===== config.mk =====
export PLATFORM = sky130hd
export DESIGN_NAME = alu_seq
export DESIGN_NICKNAME = d
export VERILOG_FILES = /design/src/rtl/alu_seq.sv
export SDC_FILE = /design/constraint.sdc
export NUM_CORES = 1
export LEC_CHECK = 0
export BUFFER_PORTS_ARGS = -buffer_cell sky130_fd_sc_hd__clkbuf_2
export CAP_MARGIN = 30
export CORE_MARGIN = 5
export CORE_UTILIZATION = 54
export DETAILED_ROUTE_END_ITERATION = 8
export GPL_TIMING_DRIVEN = 0
export HOLD_SLACK_MARGIN = 0.05
export PLACE_DENSITY = 0.9
export SETUP_SLACK_MARGIN = 0.15
export SLEW_MARGIN = 20
export SYNTH_ARGS = -nofsm -noshare
export SYNTH_HDL_FRONTEND = slang
export SYNTH_SLANG_ARGS = --single-unit
export TNS_END_PERCENT = 10

===== constraint.sdc =====
create_clock -name clk -period 1.55 [get_ports clk]
set_input_delay 0.0775 -clock clk [delete_from_list [all_inputs] [get_ports clk]]
set_output_delay 0.0775 -clock clk [all_outputs]
set_load 0.01 [all_outputs]

===== src/rtl/alu_seq.sv =====
// Registered ALU with Z/C/N flags and valid/ready handshake on both sides.
// Optional iterative shift-add multiply on op 111 when ALU_MUL_EN is defined.
module alu_seq #(
  parameter  int WIDTH = 8,
  localparam int CNT_W = $clog2(WIDTH) + 1
) (
  input  logic             clk,
  input  logic             rst_n,
  input  logic             in_valid,
  output logic             in_ready,
  input  logic [WIDTH-1:0] a,
  input  logic [WIDTH-1:0] b,
  input  logic [2:0]       op,
  output logic             out_valid,
  input  logic             out_ready,
  output logic [WIDTH-1:0] y,
  output logic [WIDTH-1:0] y_hi,
  output logic             flag_z,
  output logic             flag_c,
  output logic             flag_n
);

  logic             accept;
  logic             busy;
  logic             is_mul;
  logic [WIDTH-1:0] res;
  logic             cry;
  logic [WIDTH:0]   sum;
  logic [WIDTH:0]   diff;

  // Result slot is free, or is being drained by the consumer this cycle.
  assign in_ready = ~busy & (~out_valid | out_ready);
  assign accept   = in_valid & in_ready;

  assign sum  = {1'b0, a} + {1'b0, b};
  assign diff = {1'b0, a} - {1'b0, b};

  always_comb begin
    res = '0;
    cry = 1'b0;
    case (op)
      3'b000: res = a;
      3'b001: begin res = diff[WIDTH-1:0]; cry = diff[WIDTH]; end
      3'b010: begin res = sum[WIDTH-1:0];  cry = sum[WIDTH];  end
      3'b011: res = a & b;
      3'b100: res = a ^ b;
      3'b101: res = b;
      3'b110: res = a;
      default: res = '0;
    endcase
  end

`ifdef ALU_MUL_EN
  typedef enum logic {S_IDLE, S_MUL} state_t;

  state_t             state, state_nxt;
  logic [CNT_W-1:0]   cnt;
  logic [WIDTH-1:0]   mcand;
  logic [2*WIDTH-1:0] p;
  logic [2*WIDTH-1:0] p_nxt;
  logic [WIDTH:0]     p_sum;
  logic               mul_done;

  assign is_mul   = (op == 3'b111);
  assign busy     = (state == S_MUL);
  assign mul_done = busy & (cnt == CNT_W'(WIDTH - 1));

  // Upper half accumulates the multiplicand; lower half holds the remaining
  // multiplier bits, consumed LSB first as the pair shifts right.
  assign p_sum = {1'b0, p[2*WIDTH-1:WIDTH]} + (p[0] ? {1'b0, mcand} : '0);
  assign p_nxt = {p_sum, p[WIDTH-1:1]};

  always_ff @(posedge clk or negedge rst_n) begin
    if (!rst_n) state <= S_IDLE;
    else        state <= state_nxt;
  end

  always_comb begin
    state_nxt = state;
    case (state)
      S_IDLE:  if (accept && is_mul) state_nxt = S_MUL;
      S_MUL:   if (mul_done)         state_nxt = S_IDLE;
      default: state_nxt = S_IDLE;
    endcase
  end

  always_ff @(posedge clk or negedge rst_n) begin
    if (!rst_n) begin
      cnt   <= '0;
      mcand <= '0;
      p     <= '0;
    end else if (accept && is_mul) begin
      cnt   <= '0;
      mcand <= a;
      p     <= {{WIDTH{1'b0}}, b};
    end else if (busy) begin
      cnt   <= cnt + 1'b1;
      p     <= p_nxt;
    end
  end
`else
  assign is_mul = 1'b0;
  assign busy   = 1'b0;
`endif

  always_ff @(posedge clk or negedge rst_n) begin
    if (!rst_n) begin
      out_valid <= 1'b0;
      y         <= '0;
      y_hi      <= '0;
      flag_z    <= 1'b0;
      flag_c    <= 1'b0;
      flag_n    <= 1'b0;
    end else if (accept && !is_mul) begin
      out_valid <= 1'b1;
      y         <= res;
      y_hi      <= '0;
      flag_z    <= (res == '0);
      flag_c    <= cry;
      flag_n    <= res[WIDTH-1];
    end
`ifdef ALU_MUL_EN
    else if (mul_done) begin
      out_valid <= 1'b1;
      y         <= p_nxt[WIDTH-1:0];
      y_hi      <= p_nxt[2*WIDTH-1:WIDTH];
      flag_z    <= (p_nxt == '0);
      flag_c    <= 1'b0;
      flag_n    <= p_nxt[2*WIDTH-1];
    end
`endif
    else if (out_ready) begin
      out_valid <= 1'b0;
    end
  end

endmodule


Yosys cells after proc, flatten, opt, wreduce, memory -nomap -nowiden
Index checks and enable logic that the tools add are counted.

storage, ports and cells
  register bits after elaboration = 12
  bits in latches = 0
  bits in writable memories = 0
  bits in read-only memories = 0
  input bits = 23
  output and inout port bits = 21
  logic and storage cells = 26
  memories kept = 0

operators by class
  add/sub/neg operators = 2
  $mul = 0
  divide/modulo/power cells = 0
  $lt $le $gt $ge = 0
  eq/ne operators = 6
  shifts and indexed selects = 0
  mux-type cells = 4
  bitwise logic cells = 5
  reduce and logical (&&, ||, !) cells = 4

operator list
  kind                  count
  $pmux W8 S6           1
  $add A8 B8 Y9         1
  $eq A3 B3 Y1 const B  3
  $sub A8 B8 Y9         1
  $and A8 B8 Y8         1
  $logic_not A8 Y1      1
  $xor A8 B8 Y8         1
  $eq A3 B2 Y1 const B  2
  $eq A3 B1 Y1 const B  1
  $logic_not A3 Y1      1
  $mux W1               2
  $pmux W1 S2           1
  $reduce_bool A2 Y1    1
  $reduce_or A2 Y1      1
  $and A1 B1 Y1         1
  $not A1 Y1            1
  $or A1 B1 Y1          1

Depth between registers and ports, before layout
Gate-level depths: netlist of run 1.

  depth after elaboration = 4
  gate-level depth with buffers = 10
  depth with buffers taken out = 10

Worst setup path after synthesis of run 1
OpenSTA, ideal clock, no wires.

  path type = input -> register
  from = in a[0]
  to = reg flag_z
  library setup time = 0.067 ns
  arrival = 1.748 ns
  required time = 1.483 ns
  setup slack = -0.265 ns
  stages on the path = 10
  buffers on the path = 0
  cell sequence = inv_1 ha_1 fa_1 nor2b_1 o22ai_1 xnor2_1 a21oi_1 o21ai_0 nor4_1 a32o_1

on the way
  longest elaborated chain between the ends = 3
  elaborated cells between the ends (all ways) = 6
  classes of those cells = 2 x add/sub; 1 x mux; 2 x bitwise; 1 x reduce/logical

ends and longest elaborated chain
  what                                   line  RTL
  start: declaration                     11    input logic [WIDTH-1:0] a,
  $add A8 B8 Y9 (tied with other cells)  35    assign sum = {1'b0, a} + {1'b0, b};
  $pmux W8 S6 *                          41    case (op)
  $logic_not A8 Y1 *                     118   flag_z <= (res == '0);
  end signal: assignment                 118
  end: declaration                       18    output logic flag_z,

Every way passes the cells marked *; elsewhere a longest branch is shown, timed or not.
A chain may end at the register's enable or synchronous reset.

Worst setup path after layout of run 1
  from = in a[4]
  to = reg flag_z

Same word-level chain as after synthesis.

==> impl_metrics.ini, run 1 <==
[clock_tree]
cts_sinks = 11
root_buffer = clkbuf_4
cts_tree = yes
h-tree-depth = 1
numCtsBuffers = 3
clk-insertion-delay-late_ps = 270
clkTransAtPathRegs_ps = 60
clockBufferDepth = 2

[final_layout]
final_cell_mix = clkbuf_2, nand2_1, buf_4
layout-drive-gt1-share_pct = 43.6
regArea_um2 = 275
fin_util_pct = 79.1
nNetsFinal = 317
num_antenna_cells = 0
area_growth_pct = 39.9
final.fill_count = 215
multi_input_area_mm2 = 0.00150
final_common_cell = clkbuf_2

[critical_path]
worstPathArrival_ps = 1840
critPathKind = in -> reg
rr_startpoint = out_valid
worstSetupStartpointType = input port
crit_path_top_delay_cell = mux2i_1
path_max_fanout = 8
crit_family = compound AO/OA/AOI/OAI gates
max_stage_delay_ps = 280
crit_top_cell = nor2_1
crit_path_end_kind = flop
crit_path_start = a[4]
path_cells = clkbuf_2, ha_4, buf_8, nor2b_1, nor2_1, nor2_1, o31ai_2, mux2i_1, a21oi_2, a32o_1
crit_required_ps = 1710
path_buf_inv = 2

[timing]
worst_slack_ps = -132
max_freq_mhz = 595
drv_slew = 0
rsz0062_at_grt = yes
finClkSkew_ps = 0.328
whs_ps = 144
finalCritPeriodShare_pct = 108
period_needed_ps = 1680
finalSetupViolations = 3
finalHoldViolCount = 0

[floorplanning]
core_area_mm2 = 0.00308
num_io_pins = 44
start_util_pct = 56.5
dieWidth_um = 66.8
die_h_um = 66.8
rows = 20
dieArea_mm2 = 0.00446

[detailed_routing]
drt_first_pass_iters = 9
viasPerCell = 5.97
drt_iter0_markers = 169
drc = 1
ant_nets = 0
wl_per_cell_um = 16.0
vias = 1904
wl_um = 5120

[place]
place_hpwl_um = 3710
gp_congestion = 0.917
portBuffers = 34

[synthesis]
synth_enable_flop_cells = 0
synthCells = 220
synth_top_area_share_pct = 15.8
ys_ff_latch = 11
synth_async_sr_flop_share_pct = 100
synth_ff_type = dfrtp_1
muxShareOfSynthArea_pct = 1.80
syn_avg_cell_area_um2 = 7.91
synth_top_area_cell = dfrtp_1
synth_warnings = 0
ys_types = 64
synthSimpleGateAreaFrac_pct = 23.2
synth_area_leaders = dfrtp_1, ha_1, buf_4
yosysSeqAreaShare_pct = 15.8
synth_top_family_by_area = compound AO/OA/AOI/OAI gates
synth_xor_area_share_pct = 1.01
syn_area_mm2 = 0.00174
synth-compound-area-share_pct = 31.7
synth_adder_area_share_pct = 13.8

[power_and_ir_drop]
p_leak_uw = 0.00109
power_density_mw_per_mm2 = 564
peakVddDrop_uv = 258
finalPower_uw = 1370

[outcome]
status = complete, but fails checks
violations = DRC, setup timing

[hold_path]
hold_path.class = in -> reg
min_from = out_ready

[job]
maxCapViolations = 0

[global_route]
grt_pass1_wl_um = 7650
grt_max_degree = 12
overflow = 0
antenna_found_initial = 0
grt_pass1_vias = 1674
grt_util_all_layers_pct = 22.0
-- flip-flops by register name (all words and copies together), names as in the netlist --
name / count
flag_c: 1
y: 8
flag_z: 1
out_valid: 1
-- path summary, 6_finish.rpt --
path                              to  slack (ps)  cells after the start
max                           flag_z        -130                     10
min                        out_valid         140                      3
max reg2reg                   flag_z         -60                      6
min reg2reg                     y[5]         470                      2
max in group asynchronous       y[5]        1140                      2
min in group asynchronous       y[0]         210                      2
-- synthesized netlist by cell type (5+ instances only) --
cell type	n
nand2b_1	10
o21ai_0	13
nand2_1	22
nor2b_1	9
inv_1	12
ha_1	16
a21oi_1	15
nor3_1	5
buf_4	12
a22oi_1	7
dfrtp_1	11
nor2_1	9
-- area by class of cell --
type,count,share of cell area [%]
clock buffer,4,1.08
multi-input combinational,181,61.5
timing repair buffer,44,13.5
tap,44,2.26
inverter,14,2.67
sequential,11,11.3
buffer,21,7.71
-- tightest hold or removal path: cells and delay by family --
| family | cells | cell delay [ps] |
|---|---|---|
| and+or+nand+nor | 2 | 220 |
| buffers and inverters | 1 | 70 |
-- repair_timing --
action,CTS,global route
gates resized for setup,15,47
hold buffers,2,0
endpoints found under the hold margin,12,0
setup buffers,1,7
pin swaps,8,20
setup endpoints to repair,8,9
-- metrics by stage --
step	setup TNS (ps)	setup slack [ps]	cell area, um2	instances
finish	-192	-132	2430	319
detailed placement	-2530	-522	2110	305
global placement	-2160	-493	2110	305
CTS	-304	-177	2220	312
floorplan	-149	-111	1890	227
global route	-454	-231	2430	319
-- per-layer routing --
metal / track usage (%) / up-vias / part of all wire (%)
li1: - / 889 / -
met1: 28.5 / 869 / 40
met2: 38.6 / 120 / 48
met3: 2.02 / 26 / 8.9
met4: 6.09 / 0 / 2.7
met5: 0 / - / 0
-- report_power, final --
part           internal [uW]  total (uW)  switching (uW)
registers                330         354            23.1
clock network           99.7         190            90.5
logic                    386         829             444
-- logic make-up (layout without fill, tap and decap cells) --
| family | count (synthesis) | in the layout |
|---|---|---|
| other | 1 | 8 |
| AND/OR/NAND/NOR | 75 | 75 |
| XOR/XNOR | 2 | 2 |
| flip-flops | 11 | 11 |
| adder cells (fa/ha/maj) | 18 | 18 |
| buffers and inverters | 35 | 83 |
| multiplexers | 3 | 3 |
| AO/OA/AOI/OAI | 75 | 75 |
Power figures use the tool's default switching activity.
==> run 2: changes to the inputs <==
--- a/config.mk
+++ b/config.mk
@@ -18,4 +18,4 @@
 export SYNTH_ARGS = -nofsm -noshare
 export SYNTH_HDL_FRONTEND = slang
 export SYNTH_SLANG_ARGS = --single-unit
-export TNS_END_PERCENT = 10
+export TNS_END_PERCENT = 50
==> impl_metrics.ini, run 2 (synthesis results as in run 1) <==
[global_route]
grt_max_degree = 12
grt_util_all_layers_pct = 22.9
overflow = 0
grt_pass1_vias = 1771
antenna_found_initial = 0
grt_pass1_wl_um = 8110

[clock_tree]
clkTransAtPathRegs_ps = 70
cts_tree = yes
clk-insertion-delay-late_ps = 270
clockBufferDepth = 2
cts_sinks = 11
h-tree-depth = 1
root_buffer = clkbuf_4
numCtsBuffers = 3

[timing]
finalHoldViolCount = 0
worst_slack_ps = -166
finClkSkew_ps = 3.69
tns_ps = -216
rsz0062_at_grt = yes
finalSetupViolations = 3
timing.slew.headroom_pct = 65.5
period_needed_ps = 1720
drv_slew = 0
finalCritPeriodShare_pct = 111
worst_pin_slew_ps = 517
max_freq_mhz = 583

[floorplanning]
die_h_um = 66.8
dieWidth_um = 66.8
dieArea_mm2 = 0.00446
start_util_pct = 56.5
rows = 20
core_area_mm2 = 0.00308
num_io_pins = 44

[detailed_routing]
met1_length_um = 2050
drt_iter0_markers = 171
vias = 1891
top_layer = met4
drt_first_pass_iters = 4
wl_um = 5310
ant_nets = 0
drc = 0
route.met3.wl_um = 582
wl_per_cell_um = 16.5
viasPerCell = 5.89
wl_met2_um = 2540

[final_layout]
final_common_cell = clkbuf_2
final.fill_count = 209
area_growth_pct = 43.6
num_antenna_cells = 0
top_register = y
largest_register_ffs = 8
fin_util_pct = 81.1
layout-drive-gt1-share_pct = 44.8
multi_input_area_mm2 = 0.00151
stdcell_count = 321
nNetsFinal = 319
final_cell_mix = clkbuf_2, nand2_1, buf_4
regArea_um2 = 275

[critical_path]
critPathKind = in -> reg
crit_required_ps = 1710
crit_path_end_kind = flop
path_max_fanout = 5
worstPathArrival_ps = 1880
worstSetupStartpointType = input port

[place]
portBuffers = 34
place_hpwl_um = 3660
dp.cells = 305
gp_congestion = 0.905

[outcome]
status = complete, but fails checks
violations = setup timing

[job]
maxCapViolations = 0

[power_and_ir_drop]
power_density_mw_per_mm2 = 564
peakVddDrop_uv = 260
p_leak_uw = 0.00112

[hold_path]
hold_path.class = in -> reg
run 2: cell count changes in the layout (fill, tap and decap cells not counted), moves of 2 or more:
cell / previous run / this run
clkbuf_16: 1 / 3
buf_12: 3 / 0
buf_8: 2 / 4
buf_6: 6 / 8
inv_2: 4 / 2
clkbuf_2: 28 / 26
run 2: what timing repair did:
action | CTS | global route
pin swaps | 12 | 24
hold buffers | 2 | 0
gates cloned | 0 | 1
setup buffers | 3 | 6
gates resized for setup | 26 | 31
setup endpoints to repair | 9 | 9
hold endpoints to repair | 12 | 0
run 2: stage by stage:
| stage | worst slack, ps | hold WS, ps | power (uW) | area [um2] |
|---|---|---|---|---|
| 2_1_floorplan | -111 | -218 | 844 | 1910 |
| 3_3_place_gp | -538 | -41.3 | 1030 | 2130 |
| 3_5_place_dp | -590 | -42.1 | 1050 | 2130 |
| 4_1_cts | -206 | 137 | 1300 | 2340 |
| 5_1_grt | -226 | 157 | 1500 | 2500 |
| 6_report | -166 | 136 | 1410 | 2500 |
run 2: critical path, cell delays in order:
cell and delay (ps):
buf_6 110, ha_4 250, buf_8 130, a21oi_1 190, o21ai_1 150, or3_1 340
nor2b_1 150, a21oi_2 190, nor4_2 70, a32o_1 220
run 2: worst paths after layout:
path	depth (start not counted)	start	slack, ps	end
max in group asynchronous	2	rst_n	1140	y[4]
setup / recovery	10	a[2]	-170	flag_z
min in group asynchronous	2	rst_n	210	flag_z
hold / removal	3	out_ready	140	out_valid
setup reg to reg	6	out_valid	50	flag_z
hold reg to reg	2	y[3]	480	y[3]
run 2: cell type report:
| cell class | instances | share of cell area (%) |
|---|---|---|
| sequential | 11 | 11.0 |
| timing repair buffer | 46 | 14.8 |
| tap | 44 | 2.20 |
| inverter | 14 | 3.21 |
| clock buffer | 4 | 1.05 |
| buffer | 21 | 7.26 |
| multi-input combinational | 181 | 60.4 |
run 2: power by group:
group	internal [uW]	leakage, uW	switching [uW]
registers	330	0.000134	22.8
logic	408	0.000974	456
clock network	99.7	0.0000150	90.6
total	838	0.00112	570
run 2: routing by layer:
layer	up-vias	track usage, %
li1	901	-
met1	855	29.1
met2	117	39.9
met3	18	2.36
met4	0	7.87
met5	-	0
